**src/rtl/dcache_ctrl.sv**
```systemverilog
// dcache_ctrl: direct-mapped, write-through, no-write-allocate data-cache controller.
// Loads miss by fetching a whole line; every store becomes a single-word memory write.
module dcache_ctrl #(
    parameter int TAG_W = 4,
    parameter int IDX_W = 4
) (
    input  logic                   clk,
    input  logic                   reset_n,
    input  logic                   cpu_req_in,
    input  logic                   cpu_we_in,
    input  logic [11:0]            cpu_addr_in,
    input  logic [31:0]            cpu_wdata_in,
    output logic                   cpu_ready_out,
    output logic                   cpu_done_out,
    output logic [31:0]            cpu_rdata_out,
    output logic                   r_mem_req_out,
    output logic                   w_mem_req_out,
    output logic [TAG_W+IDX_W-1:0] mem_addr_out,
    output logic [1:0]             word_id_out,
    output logic                   mem_wr_en_out,
    output logic [31:0]            data_mem_wr_data_out,
    input  logic                   mem_comp_in,
    input  logic [127:0]           mem_data_in,
    output logic [15:0]            hit_cnt_out,
    output logic [15:0]            miss_cnt_out
);
    localparam int LINES = 1 << IDX_W;

    typedef enum logic [2:0] {IDLE, LOOKUP, RD_REQ, RD_WAIT, WR_REQ, WR_WAIT} state_t;

    state_t                   state_q;
    logic [LINES-1:0]         valid_q;
    logic [TAG_W-1:0]         tag_q [LINES];
    logic [127:0]             data_q [LINES];
    logic [9:0]               addr_q;
    logic [31:0]              wdata_q;
    logic                     we_q;
    logic                     done_q, r_req_q, w_req_q, wr_en_q;
    logic [31:0]              rdata_q, wr_data_q;
    logic [TAG_W+IDX_W-1:0]   mem_addr_q;
    logic [1:0]               word_id_q;
    logic [15:0]              hit_cnt_q, miss_cnt_q;
    logic [IDX_W-1:0]         idx;
    logic [TAG_W-1:0]         tag;
    logic [1:0]               word;
    logic                     hit;
    logic                     unused_byte;

    assign unused_byte = ^cpu_addr_in[1:0];
    assign word = addr_q[1:0];
    assign idx  = addr_q[2 +: IDX_W];
    assign tag  = addr_q[2+IDX_W +: TAG_W];
    assign hit  = valid_q[idx] && tag_q[idx] == tag;

    assign cpu_ready_out        = state_q == IDLE;
    assign cpu_done_out         = done_q;
    assign cpu_rdata_out        = rdata_q;
    assign r_mem_req_out        = r_req_q;
    assign w_mem_req_out        = w_req_q;
    assign mem_addr_out         = mem_addr_q;
    assign word_id_out          = word_id_q;
    assign mem_wr_en_out        = wr_en_q;
    assign data_mem_wr_data_out = wr_data_q;
    assign hit_cnt_out          = hit_cnt_q;
    assign miss_cnt_out         = miss_cnt_q;

    always_ff @(posedge clk) begin
        if (!reset_n) begin
            state_q    <= IDLE;
            valid_q    <= '0;
            done_q     <= 1'b0;
            rdata_q    <= '0;
            r_req_q    <= 1'b0;
            w_req_q    <= 1'b0;
            wr_en_q    <= 1'b0;
            mem_addr_q <= '0;
            word_id_q  <= '0;
            wr_data_q  <= '0;
            hit_cnt_q  <= '0;
            miss_cnt_q <= '0;
        end else begin
            // Memory-side outputs are single-cycle pulses and idle at zero.
            done_q     <= 1'b0;
            rdata_q    <= '0;
            r_req_q    <= 1'b0;
            w_req_q    <= 1'b0;
            wr_en_q    <= 1'b0;
            mem_addr_q <= '0;
            word_id_q  <= '0;
            wr_data_q  <= '0;
            case (state_q)
                IDLE: if (cpu_req_in) begin
                    addr_q  <= cpu_addr_in[11:2];
                    wdata_q <= cpu_wdata_in;
                    we_q    <= cpu_we_in;
                    state_q <= LOOKUP;
                end
                LOOKUP: begin
                    hit_cnt_q  <= hit_cnt_q + 16'(hit && hit_cnt_q != 16'hFFFF);
                    miss_cnt_q <= miss_cnt_q + 16'(!hit && miss_cnt_q != 16'hFFFF);
                    if (!we_q && hit) begin
                        rdata_q <= data_q[idx][{word, 5'd0} +: 32];
                        done_q  <= 1'b1;
                        state_q <= IDLE;
                    end else if (!we_q) begin
                        r_req_q    <= 1'b1;
                        mem_addr_q <= {tag, idx};
                        state_q    <= RD_REQ;
                    end else begin
                        if (hit) data_q[idx][{word, 5'd0} +: 32] <= wdata_q;
                        w_req_q    <= 1'b1;
                        wr_en_q    <= 1'b1;
                        mem_addr_q <= {tag, idx};
                        word_id_q  <= word;
                        wr_data_q  <= wdata_q;
                        state_q    <= WR_REQ;
                    end
                end
                RD_REQ: state_q <= RD_WAIT;
                RD_WAIT: if (mem_comp_in) begin
                    data_q[idx]  <= mem_data_in;
                    tag_q[idx]   <= tag;
                    valid_q[idx] <= 1'b1;
                    rdata_q      <= mem_data_in[{word, 5'd0} +: 32];
                    done_q       <= 1'b1;
                    state_q      <= IDLE;
                end
                WR_REQ: state_q <= WR_WAIT;
                WR_WAIT: if (mem_comp_in) begin
                    done_q  <= 1'b1;
                    state_q <= IDLE;
                end
                default: state_q <= IDLE;
            endcase
        end
    end
endmodule

```
**config.mk**
```make
export PLATFORM = sky130hd
export DESIGN_NAME = dcache_ctrl
export DESIGN_NICKNAME = d
export VERILOG_FILES = /design/src/rtl/dcache_ctrl.sv
export SDC_FILE = /design/constraint.sdc
export NUM_CORES = 2
export LEC_CHECK = 0
export ABC_CLOCK_PERIOD_IN_PS = 15200
export CAP_MARGIN = 20
export CORE_UTILIZATION = 30
export CTS_BUF_LIST = sky130_fd_sc_hd__clkbuf_16
export DETAILED_ROUTE_END_ITERATION = 10
export GPL_TIMING_DRIVEN = 0
export PLACE_DENSITY_LB_ADDON = 0.25
export SLEW_MARGIN = 5
export SYNTH_ARGS = -nofsm -noshare
export SYNTH_HDL_FRONTEND = slang
export SYNTH_SLANG_ARGS = --single-unit
```
**constraint.sdc**
```tcl
create_clock -name clk -period 15.2 [get_ports clk]
set_clock_uncertainty 0.1 [all_clocks]
set_input_delay 2.28 -clock clk [delete_from_list [all_inputs] [get_ports clk]]
set_output_delay 2.28 -clock clk [all_outputs]
set_load 0.02 [all_outputs]
```
# After elaboration in Yosys (flattened, before gate mapping)

Memories as Yosys holds them, arrays and structs flattened. A register that Yosys moved wholly into a read port is not among the register bits.
Index checks and enable logic that the tools add are counted.

Memory bits (read-only): 0
Input bits: 177
Memories: 2
Register bits after elaboration: 171
Memory bits (writable): 2112
Logic and storage cells: 337
Bits in latches: 0

Memories:

| name   | depth | bits a word | rd ports | clocked after Yosys merged registers in | wr ports | RTL line | RTL |
|---|---|---|---|---|---|---|---|
| data_q | 16    | 128         | 1        | 1                                       | 1        | 34       | `logic [127:0] data_q [LINES];` |
| tag_q  | 16    | 4           | 1        | 1                                       | 1        | 33       | `logic [TAG_W-1:0] tag_q [LINES];` |

Shifts and indexed selects: 4
Multiplexer cells: 156
Bitwise logic cells: 132
Order comparisons: 2
Eq/ne operators: 10
$add $sub $neg: 3
$mul: 0
Reductions and logical operators: 14
Divide/modulo/power cells: 0

Operators with widths:

| cell                                                    | number |
|---|---|
| indexed part select 128 x 8 -> 32 bit                   | 2 |
| 2-to-1 mux 1 bit                                        | 142 |
| 2-to-1 mux 128 bit                                      | 1 |
| OR 1 bit                                                | 128 |
| variable shift 32 x 9 -> 128 bit (first input constant) | 1 |
| indexed part select 32 x 9 -> 128 bit                   | 1 |
| 2-to-1 mux 32 bit                                       | 2 |
| one-hot mux 32 bit (2 select lines)                     | 1 |
| adder 16 x 1 -> 16 bit                                  | 2 |
| != test 16 bit (second input constant)                  | 2 |
| OR 16 bit                                               | 1 |
| one-hot mux 3 bit (5 select lines)                      | 1 |
| 2-to-1 mux 3 bit                                        | 4 |
| negator 7 -> 9 bit                                      | 1 |
| 2-to-1 mux 4 bit                                        | 2 |
| == test 3 x 2 -> 1 bit (second input constant)          | 2 |
| == test 3 bit (second input constant)                   | 2 |
| logical AND 1 bit                                       | 5 |
| < comparator 4 x 5 -> 1 bit (second input constant)     | 1 |
| binary-select mux 1 bit (select 4 bit)                  | 1 |
| demux 1 bit (select 4 bit)                              | 1 |
| == test 4 bit                                           | 1 |
| >= comparator 4 x 1 -> 1 bit (second input constant)    | 1 |
| AND reduction 2 bit                                     | 2 |
| 11 further kinds                                        | 14 |

# Depth between registers and ports, before layout

Depth after elaboration: 10
Gate-level depth with buffers: 14
Depth with buffers taken out: 12

# Least setup slack after synthesis

Ideal clock, no wire load.

Path kind: in2reg
Start point: input port reset_n
End point: register with a tool-made name
Buffers on the path: 1
Data arrival time: 6.450 ns
Required time: 15.026 ns
Path slack: 8.576 ns
Stages: 4
Path through: clkbuf_1 nand2b_1 nor3_1 mux2_2

RTL lines:

| item            | RTL line | RTL |
|---|---|---|
| start, declared | 8        | `input logic reset_n,` |

# Final worst setup path

Start point: input port reset_n
End point: memory data_q[1][64] (data pin)

Longest elaborated chain between the ends: 3

Ends and longest elaborated chain:

| item                                   | RTL line | RTL |
|---|---|---|
| 2-to-1 mux 1 bit                       | 68       | `if (!reset_n) begin` |
| 2-to-1 mux 1 bit (not written as such) | 121      | `data_q[idx] <= mem_data_in;` |
| 2-to-1 mux 1 bit (no line)             | --       |  |
| end, declared                          | 34       |  |

Every way passes these cells.

==> metrics.txt <==
outcome finished clean; sequential share of the synthesized area 75.0%; # hold bufs at CTS 0; slew of the pin with the lowest slew margin 1300 ps; Setup Viol. Count Final 0; max-cap violation count 0; Die H 549 um; post-cts repair resize count 0; initial antenna violation count 53; total clock sinks 2287; total met2 wirelength after detailed routing 182000 um; achievable frequency 0.155 GHz; worst vdd ir about 0.11 mV; Hold Path Stages 1; CTS buffer count approximately 250; half-perimeter wire length after placement 290000 um; global routing usage summed across all routing layers 26.3%; post-route DRC violation count 0; drt total wl 405000 um; type of the setup path with the least slack in2reg; core region area between 0.2 and 0.3 mm2; die width 549 um; Max Used Layer met5; clock edge transition at the registers on the reported setup and hold paths 60 ps; worst min-delay path class reg2reg; clock latency of the later-clocked register in the worst-skew pair between 900 and 1000 ps; min setup slack post-route 8760 ps; share of flip-flops with an asynchronous set or reset 0%; max-slew violation total from the final report 0; endpoint of the worst-slack reg-to-reg timing path cpu_rdata_out[10]$_SDFF_PN0_; area added between synthesis and finish 22.1%; largest net degree at the start of global routing 24; H-tree Lvls 4; hold endpoint valid_q[3]$_SDFFE_PN0P_; Post-Place Setup Slack 8060 ps; cell type contributing the most total cell area after synthesis sky130_fd_sc_hd__edfxtp_1; die outline area 0.301 mm2; Pre-antenna DRT Iters 6; top_reg_cell synth sky130_fd_sc_hd__edfxtp_1; WL met3 just under 50000 um; worst path arrival time 6830 ps; Internal Power 10.5 mW; synth top area cells sky130_fd_sc_hd__edfxtp_1 (72%), sky130_fd_sc_hd__mux4_2 (8.8%), sky130_fd_sc_hd__mux2i_1 (5.0%), sky130_fd_sc_hd__dfxtp_1 (2.9%), sky130_fd_sc_hd__a221oi_1 (1.8%); Warnings, synthesis 0; accumulated negative setup slack 0 ps; Avg Cell Area, Syn 18.4 um2; via-per-instance ratio 5.87; number of vias after detailed routing 57.4k; fraction of final layout cells sized beyond drive strength 1 19.4%; FP Rows 200; vias in the first global route about 54k; maximum root-to-sink buffer count 4; nature of the critical path startpoint primary input; cell breakdown of the critical path clkdlybuf4s50_1 > clkbuf_1 > and4_1 > clkbuf_1 > clkbuf_1 > clkbuf_1 > nand2_1 > nand2_1; type of destination of the critical path register; clock tree from TritonCTS done; period utilization 42.4%; routed length per instance 41.4 um; relative slew slack 12.7%; number of cell instances on the worst register-to-register path 12; remaining global-route overflow 0; logic gate share of total power ~10%; antenna-violating nets left 0; wire length of the first global-routing pass ~520000 um; synthesized instance count ~5k; cell seen most often among critical-path stages sky130_fd_sc_hd__clkbuf_1; P per Cell Area 128 mW/mm2; number of violations reported at the end of detailed-routing iteration 0 9482; switching share of power 25.6%; Leakage 37.4 nW; post-synth top area share 72.1%; crit path max-delay cell type sky130_fd_sc_hd__clkbuf_1; Seq pwr share about half; count of pins on the block boundary 288; reported net switching power 3.60 mW; post-CTS setup buffers 0; Worst EP required 15590 ps; time the worst path needs with I/O delays and setup 6440 ps; Final Hold Fails 0; Post-Syn Area 0.0898 mm2; Hold Path Origin valid_q[3]$_SDFFE_PN0P_; clock tree root driver cell sky130_fd_sc_hd__clkbuf_16; M1 WL ~150000 um; number of flops mapped to enable cells by yosys 2155; # port buffers 285; number of distinct library cells after synthesis 56; reg2reg setup slack 8940 ps; Final #Nets 5816; highest fanout seen on the critical path 16; setup repair after global routing missed its margin false; initial standard-cell utilization of the core a little under a third; placer's final routability congestion estimate around 0.98; Crit path largest cell delay 1000 ps; register bit count reported by yosys roughly 2.3k; Mapped Nets 5071; share of power burned in the clock network about 41%
[worst max-delay path: cells and delay by family]
family | cells | cell delay [ps]
buffers and inverters | 5 | 3050
AND/OR/NAND/NOR | 3 | 1420
[cells in the mapped netlist (all sizes together), types with 3 or more instances]
cell,instances
a211o,3
a211oi,13
a21boi,4
a21o,18
a21oi,54
a221o,27
a221oi,188
a22oi,65
a31oi,13
and2,66
and3,16
buf,115
clkbuf,187
dfxtp,132
edfxtp,2155
ha,10
inv,6
mux2,15
mux2i,450
mux4,350
nand2,334
nand2b,12
nand3,199
nand4,15
nor2,126
nor2b,17
nor3,43
nor3b,4
o211ai,10
o21a,6
o21ai,143
o22ai,6
o311a,4
o31ai,14
o32ai,4
or2,8
or3,5
xnor2,19
xor2,13
[cell families after synthesis]
| kind of cell | count (synthesis) | share of synthesized area, % |
|---|---|---|
| and+or+nand+nor | 848 | 4.32 |
| adders and majority gates | 10 | 0.139 |
| buffers and inverters | 308 | 1.52 |
| muxes | 815 | 14.0 |
| xor gates and xnor gates | 32 | 0.312 |
| DFF | 2287 | 75.0 |
| AOI/OAI and AO/OA | 584 | 4.68 |
[sequential cells by signal, summed over array words and instances (netlist names), named ones only]
name and count:
valid_q 16, word_id_out 2, addr_q 10, state_q 3
r_mem_req_out 1, wdata_q 32, cpu_done_out 1, mem_wr_en_out 1
hit_cnt_out 16, miss_cnt_out 16, cpu_rdata_out 32, mem_addr_out 8
data_mem_wr_data_out 32, data_q 2048, we_q 1, tag_q 64
[cell usage in the layout, fill, tap and decap left out, types with 36 or more instances in the layout]
master | netlist | layout
sky130_fd_sc_hd__edfxtp_1 | 2155 | 2155
sky130_fd_sc_hd__mux2i_1 | 450 | 450
sky130_fd_sc_hd__mux4_2 | 350 | 350
sky130_fd_sc_hd__nand2_1 | 334 | 334
sky130_fd_sc_hd__clkdlybuf4s50_1 | 0 | 285
sky130_fd_sc_hd__clkbuf_16 | 0 | 248
sky130_fd_sc_hd__nand3_1 | 199 | 199
sky130_fd_sc_hd__a221oi_1 | 188 | 188
sky130_fd_sc_hd__clkbuf_1 | 187 | 162
sky130_fd_sc_hd__o21ai_0 | 143 | 141
sky130_fd_sc_hd__dfxtp_1 | 132 | 132
sky130_fd_sc_hd__buf_12 | 0 | 95
sky130_fd_sc_hd__buf_2 | 62 | 66
sky130_fd_sc_hd__and2_1 | 66 | 66
sky130_fd_sc_hd__a22oi_1 | 65 | 65
sky130_fd_sc_hd__nor2_4 | 0 | 64
sky130_fd_sc_hd__inv_1 | 2 | 60
sky130_fd_sc_hd__nor2_1 | 126 | 58
sky130_fd_sc_hd__buf_8 | 0 | 56
sky130_fd_sc_hd__a21oi_1 | 54 | 54
sky130_fd_sc_hd__clkinv_2 | 0 | 49
sky130_fd_sc_hd__buf_4 | 35 | 47
sky130_fd_sc_hd__clkinv_1 | 0 | 43
sky130_fd_sc_hd__nor3_1 | 43 | 42
sky130_fd_sc_hd__buf_16 | 0 | 36
[layer usage]
metal / GRT usage (%) / up-vias
li1: - / 21386
met1: 33.6 / 30503
met2: 40.8 / 4453
met3: 6.85 / 1039
met4: 14.4 / 20
met5: 0 / -
[power by group through the flow]
stage | registers, mW | logic (mW) | clock network (mW)
2_1_floorplan | 7.03 | 0.617 | 0
3_3_place_gp | 7.04 | 1.30 | 0
3_5_place_dp | 7.04 | 1.36 | 0
4_1_cts | 6.90 | 1.36 | 5.76
5_1_grt | 6.90 | 1.40 | 5.99
6_report | 6.90 | 1.41 | 5.74
[final cells by class]
type / instances / area [um2]
fill: 27623 / 188000
sequential: 2287 / 67400
multi-input combinational: 2289 / 21600
timing repair buffer: 498 / 6830
clock buffer: 248 / 6210
tap: 3939 / 4930
buffer: 302 / 1380
clock inverter: 193 / 1300
antenna: 20 / 50.0
inverter: 6 / 22.5
[through the flow]
stage,area [um2],instances,hold slack (ps),power [mW],util (%)
5_1_grt,110000,9770,375,14.3,36.9
3_3_place_gp,97500,9108,327,8.34,32.8
6_report,110000,9782,350,14.1,36.9
4_1_cts,109000,9748,352,14.0,36.8
2_1_floorplan,89800,4884,321,7.64,-
3_5_place_dp,102000,9307,338,8.39,34.3
[how the worst max path moves through the flow]
stage	from	to	cells past startpoint
3_3_place_gp	reset_n	register	5
6_report	reset_n	data_q[1][64]$_DFFE_PP_	8
4_1_cts	reset_n	data_q[12][1]$_DFFE_PP_	8
3_5_place_dp	reset_n	data_q[3][83]$_DFFE_PP_	10
5_1_grt	reset_n	data_q[1][64]$_DFFE_PP_	8
2_1_floorplan	reset_n	register	4
No activity file was read; power rests on OpenSTA's default activity.
